## config.mk

```make
export PLATFORM = sky130hd
export DESIGN_NAME = ai_qram_arb
export DESIGN_NICKNAME = d
export VERILOG_FILES = /design/src/rtl/ai_qram_pkg.sv /design/src/rtl/ai_tag_fifo.sv /design/src/rtl/ai_qram_arb.sv
export SDC_FILE = /design/constraint.sdc
export NUM_CORES = 1
export LEC_CHECK = 0
export BUFFER_PORTS_ARGS = -buffer_cell sky130_fd_sc_hd__buf_2
export CAP_MARGIN = 25
export CORE_AREA = 2 2 154 156
export DETAILED_ROUTE_END_ITERATION = 6
export DIE_AREA = 0 0 156 158
export PLACE_DENSITY_LB_ADDON = 0.1
export SYNTH_ARGS = -nofsm -noshare
export SYNTH_HDL_FRONTEND = slang
export SYNTH_SLANG_ARGS = --single-unit
```

## constraint.sdc

```tcl
create_clock -name clk -period 3.9 [get_ports clk]
set_input_delay 0.195 -clock clk [delete_from_list [all_inputs] [get_ports clk]]
set_output_delay 0.195 -clock clk [all_outputs]
set_load 0.01 [all_outputs]
```

## src/rtl/ai_qram_pkg.sv

```systemverilog
// Shared sizing constants and helpers for the three-requester QRAM read arbiter.
package ai_qram_pkg;

   localparam int N_REQ     = 3;
   localparam int TAG_DEPTH = 4;
   localparam int ID_W      = 2;
   localparam int ADDR_W    = 32;
   localparam int DATA_W    = 64;
   localparam int PTR_W     = 2;
   localparam int CNT_W     = 3;

   typedef logic [ID_W-1:0]   id_t;
   typedef logic [ADDR_W-1:0] addr_t;
   typedef logic [DATA_W-1:0] data_t;

   // Next round-robin position after requester k, modulo N_REQ.
   function automatic id_t rr_next(input id_t k);
      return (k == id_t'(N_REQ - 1)) ? id_t'(0) : id_t'(k + 1'b1);
   endfunction

endpackage

```

## src/rtl/ai_tag_fifo.sv

```systemverilog
// In-order FIFO of requester IDs, one entry per read command still awaiting data.
module ai_tag_fifo
   import ai_qram_pkg::*;
(
   input  logic             clk,
   input  logic             rst,
   input  logic             clear,
   input  logic             push,
   input  logic             pop,
   input  id_t              din,
   output id_t              dout,
   output logic             full,
   output logic             empty,
   output logic [CNT_W-1:0] count
);

   id_t              mem [TAG_DEPTH];
   logic [PTR_W-1:0] wr_ptr;
   logic [PTR_W-1:0] rd_ptr;
   logic             push_ok;
   logic             pop_ok;

   assign full    = (count == CNT_W'(TAG_DEPTH));
   assign empty   = (count == '0);
   assign push_ok = push & ~full;
   assign pop_ok  = pop & ~empty;
   assign dout    = mem[rd_ptr];

   // 2-bit pointers wrap 3 -> 0 on their own.
   always_ff @(posedge clk or negedge rst) begin
      if (!rst) begin
         wr_ptr <= '0;
         rd_ptr <= '0;
         count  <= '0;
      end else if (clear) begin
         wr_ptr <= '0;
         rd_ptr <= '0;
         count  <= '0;
      end else begin
         if (push_ok) wr_ptr <= wr_ptr + 1'b1;
         if (pop_ok)  rd_ptr <= rd_ptr + 1'b1;
         count <= count + CNT_W'(push_ok) - CNT_W'(pop_ok);
      end
   end

   // NOTE: storage has no reset; count and pointers alone define which entries are live.
   always_ff @(posedge clk) begin
      if (push_ok && !clear) mem[wr_ptr] <= din;
   end

endmodule

```

## src/rtl/ai_qram_arb.sv

```systemverilog
// Round-robin arbiter for three QRAM read requesters, with in-order tag tracking and response routing.
module ai_qram_arb
   import ai_qram_pkg::*;
(
   input  logic              clk,
   input  logic              rst,
   input  logic              init,
   input  logic [ADDR_W-1:0] r0_addr,
   input  logic              r0_valid,
   output logic              r0_ready,
   output logic [DATA_W-1:0] r0_data,
   output logic              r0_dvalid,
   input  logic [ADDR_W-1:0] r1_addr,
   input  logic              r1_valid,
   output logic              r1_ready,
   output logic [DATA_W-1:0] r1_data,
   output logic              r1_dvalid,
   input  logic [ADDR_W-1:0] r2_addr,
   input  logic              r2_valid,
   output logic              r2_ready,
   output logic [DATA_W-1:0] r2_data,
   output logic              r2_dvalid,
   output logic [ADDR_W-1:0] avm_m2_dout,
   output logic              avm_m2_valid,
   input  logic              avm_m2_ready,
   input  logic [DATA_W-1:0] avs_s2_dout,
   input  logic              avm_s2_valid,
   output logic              avm_s2_ready,
   output logic              busy
);

   addr_t            addr_a [N_REQ];
   logic [N_REQ-1:0] valid_v;
   logic [N_REQ-1:0] elig;
   logic [N_REQ-1:0] grant;
   id_t              gnt_id;
   id_t              cand;
   logic             found;
   logic             accept;
   id_t              rr;

   id_t              head;
   logic             fifo_full;
   logic             fifo_empty;
   logic [CNT_W-1:0] count;
   logic             pop;
   logic [CNT_W-1:0] count_next;

   data_t            data_q [N_REQ];
   logic [N_REQ-1:0] dvalid_q;

   assign addr_a[0] = r0_addr;
   assign addr_a[1] = r1_addr;
   assign addr_a[2] = r2_addr;
   assign valid_v   = {r2_valid, r1_valid, r0_valid};

   assign elig = valid_v & {N_REQ{~fifo_full & ~init}};

   // NOTE: every always_comb output is defaulted first so no path can infer a latch.
   always_comb begin
      grant  = '0;
      gnt_id = '0;
      found  = 1'b0;
      cand   = rr;
      for (int i = 0; i < N_REQ; i++) begin
         if (!found && elig[cand]) begin
            grant[cand] = 1'b1;
            gnt_id      = cand;
            found       = 1'b1;
         end
         cand = rr_next(cand);
      end
   end

   assign avm_m2_valid = found;
   assign avm_m2_dout  = found ? addr_a[gnt_id] : '0;
   assign accept       = found & avm_m2_ready;
   assign r0_ready     = grant[0] & avm_m2_ready;
   assign r1_ready     = grant[1] & avm_m2_ready;
   assign r2_ready     = grant[2] & avm_m2_ready;

   // A stalled grant leaves rr alone, so the same requester keeps priority.
   always_ff @(posedge clk or negedge rst) begin
      if (!rst)        rr <= '0;
      else if (init)   rr <= '0;
      else if (accept) rr <= rr_next(gnt_id);
   end

   assign avm_s2_ready = ~fifo_empty & ~init;
   assign pop          = avm_s2_valid & avm_s2_ready;

   ai_tag_fifo u_tag_fifo (
      .clk   (clk),
      .rst   (rst),
      .clear (init),
      .push  (accept),
      .pop   (pop),
      .din   (gnt_id),
      .dout  (head),
      .full  (fifo_full),
      .empty (fifo_empty),
      .count (count)
   );

   assign count_next = count + CNT_W'(accept) - CNT_W'(pop);

   // NOTE: sequential state uses non-blocking assignments so all flops sample pre-edge values.
   always_ff @(posedge clk or negedge rst) begin
      if (!rst) begin
         busy     <= 1'b0;
         dvalid_q <= '0;
         for (int k = 0; k < N_REQ; k++) data_q[k] <= '0;
      end else begin
         busy     <= ~init & (count_next != '0);
         dvalid_q <= '0;
         for (int k = 0; k < N_REQ; k++) begin
            if (pop && head == id_t'(k)) begin
               dvalid_q[k] <= 1'b1;
               data_q[k]   <= avs_s2_dout;
            end
         end
      end
   end

   assign r0_data   = data_q[0];
   assign r1_data   = data_q[1];
   assign r2_data   = data_q[2];
   assign r0_dvalid = dvalid_q[0];
   assign r1_dvalid = dvalid_q[1];
   assign r2_dvalid = dvalid_q[2];

endmodule

```

# After elaboration in Yosys (flattened, before gate mapping)

Memory sizes are Yosys's and may differ from the RTL's.
Cells that the tools add are included.
Widths: inputs -> output; s select.

$add $sub $neg: 9
Order comparisons: 7
Equal/unequal tests: 6
Multiplexer cells: 40
Bitwise operators: 17
Reductions and logical operators: 18

Operators by type and width:

| operator            | count |
|---|---|
| $mux 32             | 3 |
| $bmux 32 s2         | 1 |
| $mux 2              | 12 |
| $mux 1              | 14 |
| $mux 3              | 4 |
| $add 2x1->2 const B | 5 |
| $and 1x1->1         | 10 |
| $logic_and 1x1->1   | 9 |
| $lt 2x3->1 const B  | 3 |
| $eq 2x2->1 const B  | 4 |
| $add 3x1->3         | 2 |
| $bmux 1 s2          | 3 |
| $demux 1 s2         | 3 |
| $ge 2x1->1 const B  | 3 |
| $or 3x3->3          | 2 |
| $reduce_bool 2->1   | 3 |
| $sub 3x1->3         | 2 |
| $and 3x3->3         | 1 |
| $eq 3x3->1 const B  | 1 |
| $ge 3x3->1 const B  | 1 |
| $logic_not 1->1     | 3 |
| $logic_not 3->1     | 1 |
| $not 1->1           | 3 |
| $not 2->3           | 1 |
| other kinds (3)     | 3 |

Register bits: 205
RAM bits: 8
Bits of input ports: 168
Output and inout bits: 233
Logic and storage cells: 107
Memories kept: 1

Memories:

| name           | words | width | read ports | clocked after Yosys merged registers in | write ports | RTL line          | source |
|---|---|---|---|---|---|---|---|
| u_tag_fifo.mem | 4     | 2     | 1          | 0                                       | 1           | ai_tag_fifo.sv:17 | `id_t mem [TAG_DEPTH];` |

# Logic depth before layout (Yosys ltp)

Gate-level depths: netlist of run 1.

Depth in word-level cells: 18
Gate-level depth with buffers: 10
Mapped depth without buffers: 10

# By module

From an unflattened synthesis of run 1, not the netlist that was laid out.

Cell total of the unflattened synthesis: 684
Area total of the unflattened synthesis: 9514.1 sq um

Modules (own cells, without submodules):

| module      | instances | cells each | area an instance (sq um) | sequential area each (sq um) |
|---|---|---|---|---|
| ai_qram_arb | 1         | 626        | 8767.2                   | 4954.8 |
| ai_tag_fifo | 1         | 58         | 747.0                    | 415.4 |

# Least setup slack after synthesis of run 1

OpenSTA, ideal clock, no wires.

Path kind: register to register
Start point: reg rr[1]
End point: reg busy
Setup time: 132 ps
Arrival time: 2113 ps
Required time: 3768 ps
Setup slack: 1655 ps
Stages on the path, launching flop included: 10
Buffers on the path: 0
Clock period less this slack: 2245 ps
Path through: dfrtp_1 a21boi_0 o31ai_2 inv_1 and2_1 ha_1 fa_1 xnor2_1 nor3_1 nor2_1

Word-level cells in the longest chain between the ends: 14
Elaborated cells between the ends (all ways): 24
Classes of those cells: add/sub (4); eq/ne (2); mux (11); bitwise (2); reduce/logical (5)

Ends and longest elaborated chain:

| item                                                | RTL line           | source |
|---|---|---|
| start: declaration                                  | ai_qram_arb.sv:40  | `id_t rr;` |
| start signal: assignment                            | ai_qram_arb.sv:86  | `else if (accept) rr <= rr_next(gnt_id);` |
| branches (longest 8 deep; another with $add 2x1->2) | n/a                |  |
| $mux 1 *                                            | ai_qram_arb.sv:66  | `if (!found && elig[cand]) begin` |
| via avm_m2_valid                                    | ai_qram_arb.sv:24  | `output logic avm_m2_valid,` |
| $and 1x1->1 *                                       | ai_qram_arb.sv:77  | `assign accept = found & avm_m2_ready;` |
| $add 3x1->3 *                                       | ai_qram_arb.sv:105 | `assign count_next = count + CNT_W'(accept) - CNT_W'(pop);` |
| $sub 3x1->3 *                                       | ai_qram_arb.sv:105 |  |
| $reduce_bool 3->1 *                                 | ai_qram_arb.sv:114 | `busy <= ~init & (count_next != '0);` |
| $and 1x1->1 *                                       | ai_qram_arb.sv:114 |  |
| end signal: assignment                              | ai_qram_arb.sv:114 |  |
| end: declaration                                    | ai_qram_arb.sv:29  | `output logic busy` |

Mark *: on every way through the listed nets, which the timed path passes. The select of a mux whose other input is x is not followed.
A chain may end at the register's enable or synchronous reset.

# Worst setup path after layout of run 1

Start point: reg u_tag_fifo.count[1]
End point: out avm_m2_dout[24]

Word-level cells in the longest chain between the ends: 18
Elaborated cells between the ends (all ways): 25
Classes of those cells: eq/ne (1); mux (16); bitwise (4); reduce/logical (4)

Ends and longest elaborated chain:

| item                                        | RTL line          | source |
|---|---|---|
| start: declaration                          | ai_tag_fifo.sv:14 | `output logic [CNT_W-1:0] count` |
| start signal: assignment                    | ai_tag_fifo.sv:42 | `count <= count + CNT_W'(push_ok) - CNT_W'(pop_ok);` |
| $eq 3x3->1 *                                | ai_tag_fifo.sv:23 | `assign full = (count == CNT_W'(TAG_DEPTH));` |
| $not 1->1 *                                 | ai_qram_arb.sv:57 | `assign elig = valid_v & {N_REQ{~fifo_full & ~init}};` |
| $and 1x1->1 *                               | ai_qram_arb.sv:57 |  |
| $and 3x3->3 *                               | ai_qram_arb.sv:57 |  |
| $bmux 1 s2                                  | ai_qram_arb.sv:66 |  |
| $mux 1 (not written as such)                | ai_qram_arb.sv:66 |  |
| $mux 1                                      | ai_qram_arb.sv:66 |  |
| $logic_not 1->1                             | ai_qram_arb.sv:66 |  |
| $logic_and 1x1->1                           | ai_qram_arb.sv:66 |  |
| $mux 1                                      | ai_qram_arb.sv:66 |  |
| $logic_not 1->1                             | ai_qram_arb.sv:66 |  |
| $logic_and 1x1->1                           | ai_qram_arb.sv:66 |  |
| $mux 2                                      | ai_qram_arb.sv:66 |  |
| $not 2->3 (not written as such)             | ai_qram_arb.sv:76 | `assign avm_m2_dout = found ? addr_a[gnt_id] : '0;` |
| $bmux 32 s2                                 | ai_qram_arb.sv:76 |  |
| $mux 32 (not written as such) (2 in series) | ai_qram_arb.sv:76 |  |
| $mux 32 *                                   | ai_qram_arb.sv:76 |  |
| end: declaration                            | ai_qram_arb.sv:23 | `output logic [ADDR_W-1:0] avm_m2_dout,` |

Every way passes the cells marked *; elsewhere a longest branch is shown, timed or not. The select of a mux whose other input is x is not followed.

==> results of run 1 <==
## routing by layer
layer	up-vias	wire, µm	track usage
met5	-	0	0
met4	0	1270	0.100
met1	3393	10500	0.246
met2	283	14300	0.391
met3	58	1760	0.0443
li1	3141	-	-
## Yosys cell counts (all sizes together) (3+ instances only)
master,count,area share
xor2,3,0.0028
nor2b,4,0.0027
mux2,193,0.27
nor3b,3,0.0035
dfrtp,205,0.55
and2,4,0.0027
a21oi,33,0.018
buf,27,0.030
o21ai,3,0.0016
ha,8,0.011
clkbuf,11,0.0044
a22oi,32,0.026
and3,4,0.0027
nand3,36,0.019
edfxtp,8,0.026
nor2,6,0.0024
inv,11,0.0044
## final cells by class
type | count | area (µm²) | share of cell area
sequential | 213 | 5370 | 0.415
multi-input combinational | 348 | 3620 | 0.280
timing repair buffer | 477 | 2790 | 0.215
clock buffer | 32 | 651 | 0.0503
tap | 290 | 363 | 0.0280
clock inverter | 11 | 88.8 | 0.00687
inverter | 12 | 45.0 | 0.00348
antenna | 5 | 12.5 | 0.000967
## per-stage QoR
| stage | hold WS, ps | cell area (µm²) | power [µW] |
|---|---|---|---|
| 5_1_grt | 20.2 | 12900 | 10100 |
| 3_3_place_gp | 350 | 11500 | 7390 |
| 4_1_cts | 5.30 | 12900 | 9650 |
| 2_1_floorplan | -101 | 9340 | 5810 |
| 6_report | 15.6 | 12900 | 9530 |
| 3_5_place_dp | 345 | 11500 | 7440 |
## flip-flops by register name, summed over array words and instances, names as in the netlist
| register | flops |
|---|---|
| u_tag_fifo.count | 3 |
| busy | 1 |
| u_tag_fifo.wr_ptr | 2 |
| r1_data | 64 |
| u_tag_fifo.mem | 8 |
| u_tag_fifo.rd_ptr | 2 |
| dvalid_q | 3 |
| r0_data | 64 |
| r2_data | 64 |
| rr | 2 |
## worst max-delay path, delay by kind of cell, from the launching register on
kind,cells,cell delay [ps]
buf+inv,4,1030
compound gates,3,830
simple gates,1,140
flops,1,380
## worst max-delay path by stage
stage                         from         endpoint  slack, ps  cells past startpoint
3_3_place_gp   u_tag_fifo.count[1]             busy       1230                     11
4_1_cts        u_tag_fifo.count[1]  avm_m2_dout[11]        790                      8
5_1_grt        u_tag_fifo.count[1]   avm_m2_dout[3]        560                      8
3_5_place_dp   u_tag_fifo.count[1]             busy       1180                     11
6_report       u_tag_fifo.count[1]  avm_m2_dout[24]        800                      8
2_1_floorplan                rr[1]             busy       1660                      9
## cells by family (layout without fill, tap and decap cells)
| logic type | count (synthesis) | count (layout) | share of synthesized area |
|---|---|---|---|
| mux | 195 | 195 | 0.277 |
| simple gates | 63 | 63 | 0.0378 |
| flops | 213 | 213 | 0.575 |
| fa+ha+maj | 10 | 10 | 0.0150 |
| xor+xnor | 5 | 5 | 0.00469 |
| buf+inv | 50 | 532 | 0.0394 |
| other cells | 0 | 5 | 0 |
| compound gates | 75 | 75 | 0.0511 |
## power breakdown
| part | total, µW | switching (µW) | internal, µW |
|---|---|---|---|
| registers | 3740 | 515 | 3230 |
| clock network | 2110 | 875 | 1240 |
| logic | 3680 | 1710 | 1970 |
| total | 9530 | 3100 | 6430 |
==> results.yml, run 1 <==
grt:
  grt_first_pass_wirelength_um: 40900
  number_of_antenna_violations_at_the_first_check_in_global_routing: 5
  grt_max_degree: 102
  overflow: 0
  vias_in_the_first_global_route: 6864
  globalRouteTotalUtil: 0.216
drt:
  vias: 6875
  routed_wire_length_per_instance_um: 20.1
  vias_per_cell: 4.95
  ant_nets: 0
  detail_route.wirelength_um: 27900
  drt_first_pass_iters: 4
  initialDrtViolationCount: 264
  drc: 0
hold_path:
  hold_start: "avs_s2_dout[5]"
  holdCritPathClass: "input pin to flip-flop"
  min_delay_path_depth: 2
  min_delay_worst_endpoint: "r0_data[5]"
cts:
  clock_slew_seen_by_the_registers_of_the_worst_setup_and_hold_paths_ps: 60
  cts_tree: "done"
  clkLatencyLatePin_ps: 520
  h-tree-depth: 1
  cts.sink_count: 213
  cts_setup_buffers: 0
  count_of_hold_buffers_inserted_by_post_cts_repair: 64
  cts_resized: 0
  cts_max_path_buffers: 3
  clock-root-buffer: "sky130_fd_sc_hd__clkbuf_16"
  cts_inserted_buffers: 24
sta:
  min_tclk_post_route_ps: 3100
  timing.clock.skew_ps: 23.1
  final-hold-violation-count: 0
  tightestPinTransition_ps: 848
  maxClockFrequency_ghz: 0.323
  grt_setup_unrepaired: "false"
  finalSetupViolCount: 0
  remaining_max_slew_budget_at_the_tightest_pin: 0.435
  period_share: 0.794
  slew_violations: 0
  sum_neg_setup_slack_ps: 0
  postLayoutSetupSlackWorst_ps: 804
setup_path:
  worst_path_cell_chain: "inv_1 > a31oi_1 > nand3_1 > buf_4 > inv_2 > a22oi_1 > a21oi_1 > buf_2"
  worstSetupStartpointType: "flip-flop"
  required_time_of_the_worst_setup_path_ps: 3700
  timing.reg2reg.setup_slack_ps: 1180
  critPathArrivalTime_ps: 2900
  crit_fanout: 37
  crit_path_end_kind: "output port"
  reg2regPathDepth: 11
  setup.worst_path.class: "flip-flop to output port"
  r2r-end: "busy"
  max_stage_delay_ps: 500
  timing.critical_path.slowest_stage_cell: "sky130_fd_sc_hd__inv_2"
  timing.rr.start: "u_tag_fifo.count[1]"
yosys:
  syn-cell-area_um2: 9340
  mappedNetlistNets: 789
  synth-edff-count: 8
  synthesis.instances: 611
  synth.distinct_cells: 39
  yosysWarnings: 0
  ys_async_sr_fraction: 0.962
  prevailing_post_synth_register_cell: "sky130_fd_sc_hd__dfrtp_1"
  syn-mean-instance-area_um2: 15.3
  synth-seq-area-share: 0.575
  post_synthesis_sequential_element_count: 213
die:
  rows: 56
  die_wd_um: 156
  floorplan.io_pins: 401
  floorplan.initialDensity: 0.405
  placeableCoreArea_um2: 23100
  fp.dieArea_um2: 24600
  die-height_um: 158
finish:
  final_core_util: 0.561
  nNetsFinal: 1254
  leading_cell_type_in_the_layout_fill_and_taps_excluded: "sky130_fd_sc_hd__buf_2"
  layout.filler_cells: 1975
  final_layout_size_suffix_gt1_frac: 0.584
  layout_cells_excl_fill: 1388
  synthToLayoutAreaGrowth_pct: 38.6
  layout_common_cells: "sky130_fd_sc_hd__buf_2, sky130_fd_sc_hd__dfrtp_1, sky130_fd_sc_hd__mux2_4"
job:
  cap_violations: 0
place:
  routabilityCongestion: 0.907
  post-place-ws_ps: 1180
  dpl.hpwl_um: 20400
  port_buffers: 400
  place_inst: 1276
pwr:
  ir_worst_vdd_v: 0.000382
  power_density_of_the_placed_cells_nw_per_um2: 737
  total_leakage_power_uw: 0.00655
run_status:
  status: "completed"
Note: power is estimated with default switching activity, not from simulation.
==> run 2: changes to the inputs <==
Settings changed: CORE_AREA 2 2 154 156 to 2 2 156 158, DIE_AREA 0 0 156 158 to 0 0 158 160.
Clock period 3.9 ns to 3.23 ns, I/O delays scaled along.
==> results.yml, run 2 (same netlist as run 1, synthesis figures left out) <==
run_status:
  status: "completed"
place:
  dpl.hpwl_um: 19600
  port_buffers: 400
  routabilityCongestion: 0.800
drt:
  routed-wl-met2_um: 14300
  initialDrtViolationCount: 284
  detailroute.wirelength.met3_um: 1770
  drt-met1-wl_um: 10300
  vias_per_cell: 4.83
  drt_first_pass_iters: 4
  routed_wire_length_per_instance_um: 19.2
  drc: 0
  top_layer_used: "met4"
  detail_route.wirelength_um: 27300
  vias: 6849
  ant_nets: 0
sta:
  slew_violations: 0
  grt_setup_unrepaired: "false"
  final-hold-violation-count: 0
  min_tclk_post_route_ps: 2800
  maxClockFrequency_ghz: 0.358
  timing.clock.skew_ps: 8.45
  finalSetupViolCount: 0
  remaining_max_slew_budget_at_the_tightest_pin: 0.532
  period_share: 0.866
  tightestPinTransition_ps: 702
  sum_neg_setup_slack_ps: 0
die:
  rows: 57
  floorplan.initialDensity: 0.392
  floorplan.io_pins: 401
  placeableCoreArea_um2: 23800
  fp.dieArea_um2: 25300
  die-height_um: 160
  die_wd_um: 158
finish:
  layout.filler_cells: 2113
  final_layout_size_suffix_gt1_frac: 0.583
  layout_common_cells: "sky130_fd_sc_hd__buf_2, sky130_fd_sc_hd__dfrtp_1, sky130_fd_sc_hd__mux2_4"
  area_occupied_by_registers_um2: 5370
  nNetsFinal: 1255
  leading_cell_type_in_the_layout_fill_and_taps_excluded: "sky130_fd_sc_hd__buf_2"
  synthToLayoutAreaGrowth_pct: 39.4
  multi_input_comb_area_um2: 3620
setup_path:
  timing.rr.start: "u_tag_fifo.count[1]"
  critPathArrivalTime_ps: 2630
  required_time_of_the_worst_setup_path_ps: 3070
  setup.worst_path.class: "flip-flop to output port"
  timing.critical_path.slowest_stage_cell: "sky130_fd_sc_hd__inv_2"
  worstSetupStartpointType: "flip-flop"
  critical_path.startpoint: "u_tag_fifo.count[1]"
  worst_path_cell_chain: "inv_1 > a31oi_1 > nand3_1 > inv_2 > a22oi_1 > a21oi_1 > buf_2"
  max_stage_delay_ps: 500
  crit_fanout: 37
  crit_path_end_kind: "output port"
pwr:
  power_consumption_uw: 11500
  total_leakage_power_uw: 0.00655
  ir_worst_vdd_v: 0.000380
  power_density_of_the_placed_cells_nw_per_um2: 882
cts:
  cts_inserted_buffers: 24
  h-tree-depth: 1
  cts_setup_buffers: 0
  cts.sink_count: 213
  cts_max_path_buffers: 3
  cts_tree: "done"
  clock_slew_seen_by_the_registers_of_the_worst_setup_and_hold_paths_ps: 50
  clkLatencyLatePin_ps: 500
  clock-root-buffer: "sky130_fd_sc_hd__clkbuf_16"
grt:
  globalRouteTotalUtil: 0.210
  number_of_antenna_violations_at_the_first_check_in_global_routing: 6
  grt_max_degree: 86
  grt_first_pass_wirelength_um: 40900
  overflow: 0
  vias_in_the_first_global_route: 7052
job:
  cap_violations: 0
hold_path:
  hold_start: "r0_valid"
  holdCritPathClass: "input pin to flip-flop"
-- run 2: cell types whose count changed in the layout (fill, tap and decap cells not counted), moves of 2 or more --
cell	delta
sky130_fd_sc_hd__clkinv_1	-5
sky130_fd_sc_hd__dlygate4sd3_1	+3
sky130_fd_sc_hd__clkbuf_16	+2
sky130_fd_sc_hd__buf_4	-4
sky130_fd_sc_hd__buf_12	+2
-- run 2: critical path, delay by kind of cell, from the launching register on --
kind                   cells  cell delay [ps]
AND/OR/NAND/NOR            1              200
flip-flops                 1              380
buffers and inverters      3              770
AO/OA/AOI/OAI              3              770
-- run 2: final cells by class --
type                       count  area share
clock buffer                  36      0.0552
sequential                   213       0.413
timing repair buffer         478       0.217
inverter                      12     0.00346
tap                          324      0.0311
multi-input combinational    348       0.278
antenna                        5    0.000961
clock inverter                 3     0.00135
-- run 2: power breakdown --
part           switching (µW)  internal, µW  leakage [µW]  total [µW]
logic                    2060          2390       0.00356        4450
clock network            1030          1520      0.000358        2550
registers                 595          3890       0.00263        4490
-- run 2: through the flow --
step           instance area [µm²]   util  hold slack, ps  cells  setup slack, ps
6_report                     13000  0.546            98.4   1419              434
3_5_place_dp                 11600  0.486             270   1307              656
3_3_place_gp                 11600  0.486             276   1307              683
5_1_grt                      13000  0.546             107   1419             93.4
2_1_floorplan                 9340      -            -134    611              985
4_1_cts                      13000  0.545            72.4   1413             91.2
-- run 2: worst paths after layout --
check                             endpoint  slack, ps  depth (start not counted)
setup / recovery           avm_m2_dout[31]        430                          7
hold / removal                       rr[0]        100                          4
setup reg to reg                      busy        780                          9
hold reg to reg                r0_data[61]        480                          1
max in group asynchronous      r0_data[14]       2130                          3
min in group asynchronous      r1_data[45]        270                          2
-- run 2: repair_timing --
item / 4_1_cts / 5_1_grt
hold endpoints to repair: 282 / 0
hold buffers: 67 / 0
resized for setup: 0 / 0
-- run 2: routing by layer --
metal	GRT usage	up-vias
met5	0	-
met2	0.382	273
met3	0.0404	48
met1	0.241	3391
li1	-	3137
met4	0.0786	0
==> run 3: changes to the inputs <==
Settings changed: CORE_AREA 2 2 156 158 to 2 2 154 156, CTS_BUF_LIST set to sky130_fd_sc_hd__clkbuf_8, DIE_AREA 0 0 158 160 to 0 0 156 158.
==> results.yml, run 3 (same netlist as run 1, synthesis figures left out) <==
sta:
  fin_worst_hold_slack_ps: 96.2
  sum_neg_setup_slack_ps: 0
  grt_setup_unrepaired: "false"
  tightestPinTransition_ps: 736
  slew_violations: 0
  finalSetupViolCount: 0
  remaining_max_slew_budget_at_the_tightest_pin: 0.509
  maxClockFrequency_ghz: 0.333
  timing.clock.skew_ps: 26.8
  min_tclk_post_route_ps: 3000
  final-hold-violation-count: 0
  postLayoutSetupSlackWorst_ps: 227
  period_share: 0.930
grt:
  vias_in_the_first_global_route: 7217
  overflow: 0
  globalRouteTotalUtil: 0.223
  number_of_antenna_violations_at_the_first_check_in_global_routing: 7
  grt_max_degree: 88
  grt_first_pass_wirelength_um: 42000
finish:
  multi_input_comb_area_um2: 3620
  layout_cells_excl_fill: 1413
  area_occupied_by_registers_um2: 5370
  layout_common_cells: "sky130_fd_sc_hd__buf_2, sky130_fd_sc_hd__dfrtp_1, sky130_fd_sc_hd__mux2_4"
  synthToLayoutAreaGrowth_pct: 39.4
  leading_cell_type_in_the_layout_fill_and_taps_excluded: "sky130_fd_sc_hd__buf_2"
  layout.filler_cells: 1969
  final_layout_size_suffix_gt1_frac: 0.589
  nNetsFinal: 1271
setup_path:
  critPathArrivalTime_ps: 2840
  crit_fanout: 21
  crit_path_end_kind: "output port"
  setup.worst_path.class: "flip-flop to output port"
  worstSetupStartpointType: "flip-flop"
  reg2regPathDepth: 9
  required_time_of_the_worst_setup_path_ps: 3070
drt:
  vias: 6962
  vias_per_cell: 4.93
  routed_wire_length_per_instance_um: 20.0
  detail_route.wirelength_um: 28200
  drc: 0
  initialDrtViolationCount: 231
  drt_first_pass_iters: 4
  ant_nets: 0
place:
  post-place-ws_ps: 720
  dpl.hpwl_um: 20400
  port_buffers: 400
  routabilityCongestion: 0.852
  place_inst: 1276
die:
  die_wd_um: 156
  die-height_um: 158
  fp.dieArea_um2: 24600
  rows: 56
  floorplan.initialDensity: 0.405
  placeableCoreArea_um2: 23100
  floorplan.io_pins: 401
cts:
  clock_slew_seen_by_the_registers_of_the_worst_setup_and_hold_paths_ps: 60
  cts.sink_count: 213
  cts_inserted_buffers: 38
  cts_tree: "done"
  clkLatencyLatePin_ps: 530
  cts_max_path_buffers: 3
  clock-root-buffer: "sky130_fd_sc_hd__clkbuf_8"
  cts_setup_buffers: 0
  h-tree-depth: 2
hold_path:
  holdCritPathClass: "input pin to flip-flop"
  min_delay_path_depth: 4
pwr:
  power_density_of_the_placed_cells_nw_per_um2: 886
  total_leakage_power_uw: 0.00664
  ir_worst_vdd_v: 0.000405
run_status:
  status: "completed"
job:
  cap_violations: 0
## run 3: cell count changes in the layout (fill, tap and decap cells not counted), sizes merged
cell and delta:
bufinv +3, inv +15, clkinvlp +1, buf +2, clkbuf +7
## run 3: worst paths after layout
kind | slack (ps) | end | from
worst max-delay path | 230 | avm_m2_dout[14] | u_tag_fifo.count[1]
worst min-delay path | 100 | u_tag_fifo.rd_ptr[0] | avm_s2_valid
worst max register to register | 770 | busy | u_tag_fifo.count[1]
worst min register to register | 480 | r0_data[60] | r0_data[60]
max in group asynchronous | 2030 | r1_data[35] | rst
min in group asynchronous | 250 | r0_data[52] | rst
## run 3: repair_timing
| action | CTS | global route |
|---|---|---|
| hold buffers | 67 | 0 |
| endpoints found under the hold margin | 283 | 0 |
| gates resized for setup | 0 | 1 |
| endpoints found under the setup margin | 0 | 3 |
## run 3: worst max-delay path: stages, from the launching register on
cell	delay [ps]
sky130_fd_sc_hd__dfrtp_1	390
sky130_fd_sc_hd__inv_1	120
sky130_fd_sc_hd__a31oi_1	430
sky130_fd_sc_hd__nand4_1	270
sky130_fd_sc_hd__clkinvlp_4	360
sky130_fd_sc_hd__buf_4	290
sky130_fd_sc_hd__a22oi_1	110
sky130_fd_sc_hd__a21oi_1	200
sky130_fd_sc_hd__buf_2	160
## run 3: stage by stage
| step | utilization | power, µW | instance area, µm² |
|---|---|---|---|
| finish | 0.565 | 11500 | 13000 |
| global route | 0.565 | 12200 | 13000 |
| CTS | 0.564 | 11700 | 13000 |
| detailed placement | 0.501 | 8990 | 11600 |
| global placement | 0.501 | 8920 | 11600 |
| floorplan | - | 7010 | 9340 |
## run 3: report_power, final
| group | internal (µW) | switching (µW) | leakage (µW) |
|---|---|---|---|
| Clock | 1460 | 1090 | 0.000444 |
| Sequential | 3900 | 612 | 0.00263 |
| Combinational | 2380 | 2080 | 0.00357 |
| Total | 7740 | 3790 | 0.00664 |
## run 3: area by class of cell
class	instances	area share
repair buffers	480	0.217
clock inverters	22	0.0136
multi-input cells	348	0.278
inverters	12	0.00375
clock buffers	43	0.0455
flip-flops and latches	213	0.413
well taps	290	0.0279
diodes	5	0.000961
## run 3: routing by layer
| layer | GRT usage | part of all wire | vias to the layer above |
|---|---|---|---|
| met5 | 0 | 0 | - |
| met1 | 0.253 | 0.38 | 3424 |
| met3 | 0.0542 | 0.067 | 53 |
| met2 | 0.400 | 0.52 | 304 |
| li1 | - | - | 3181 |
| met4 | 0.0983 | 0.040 | 0 |
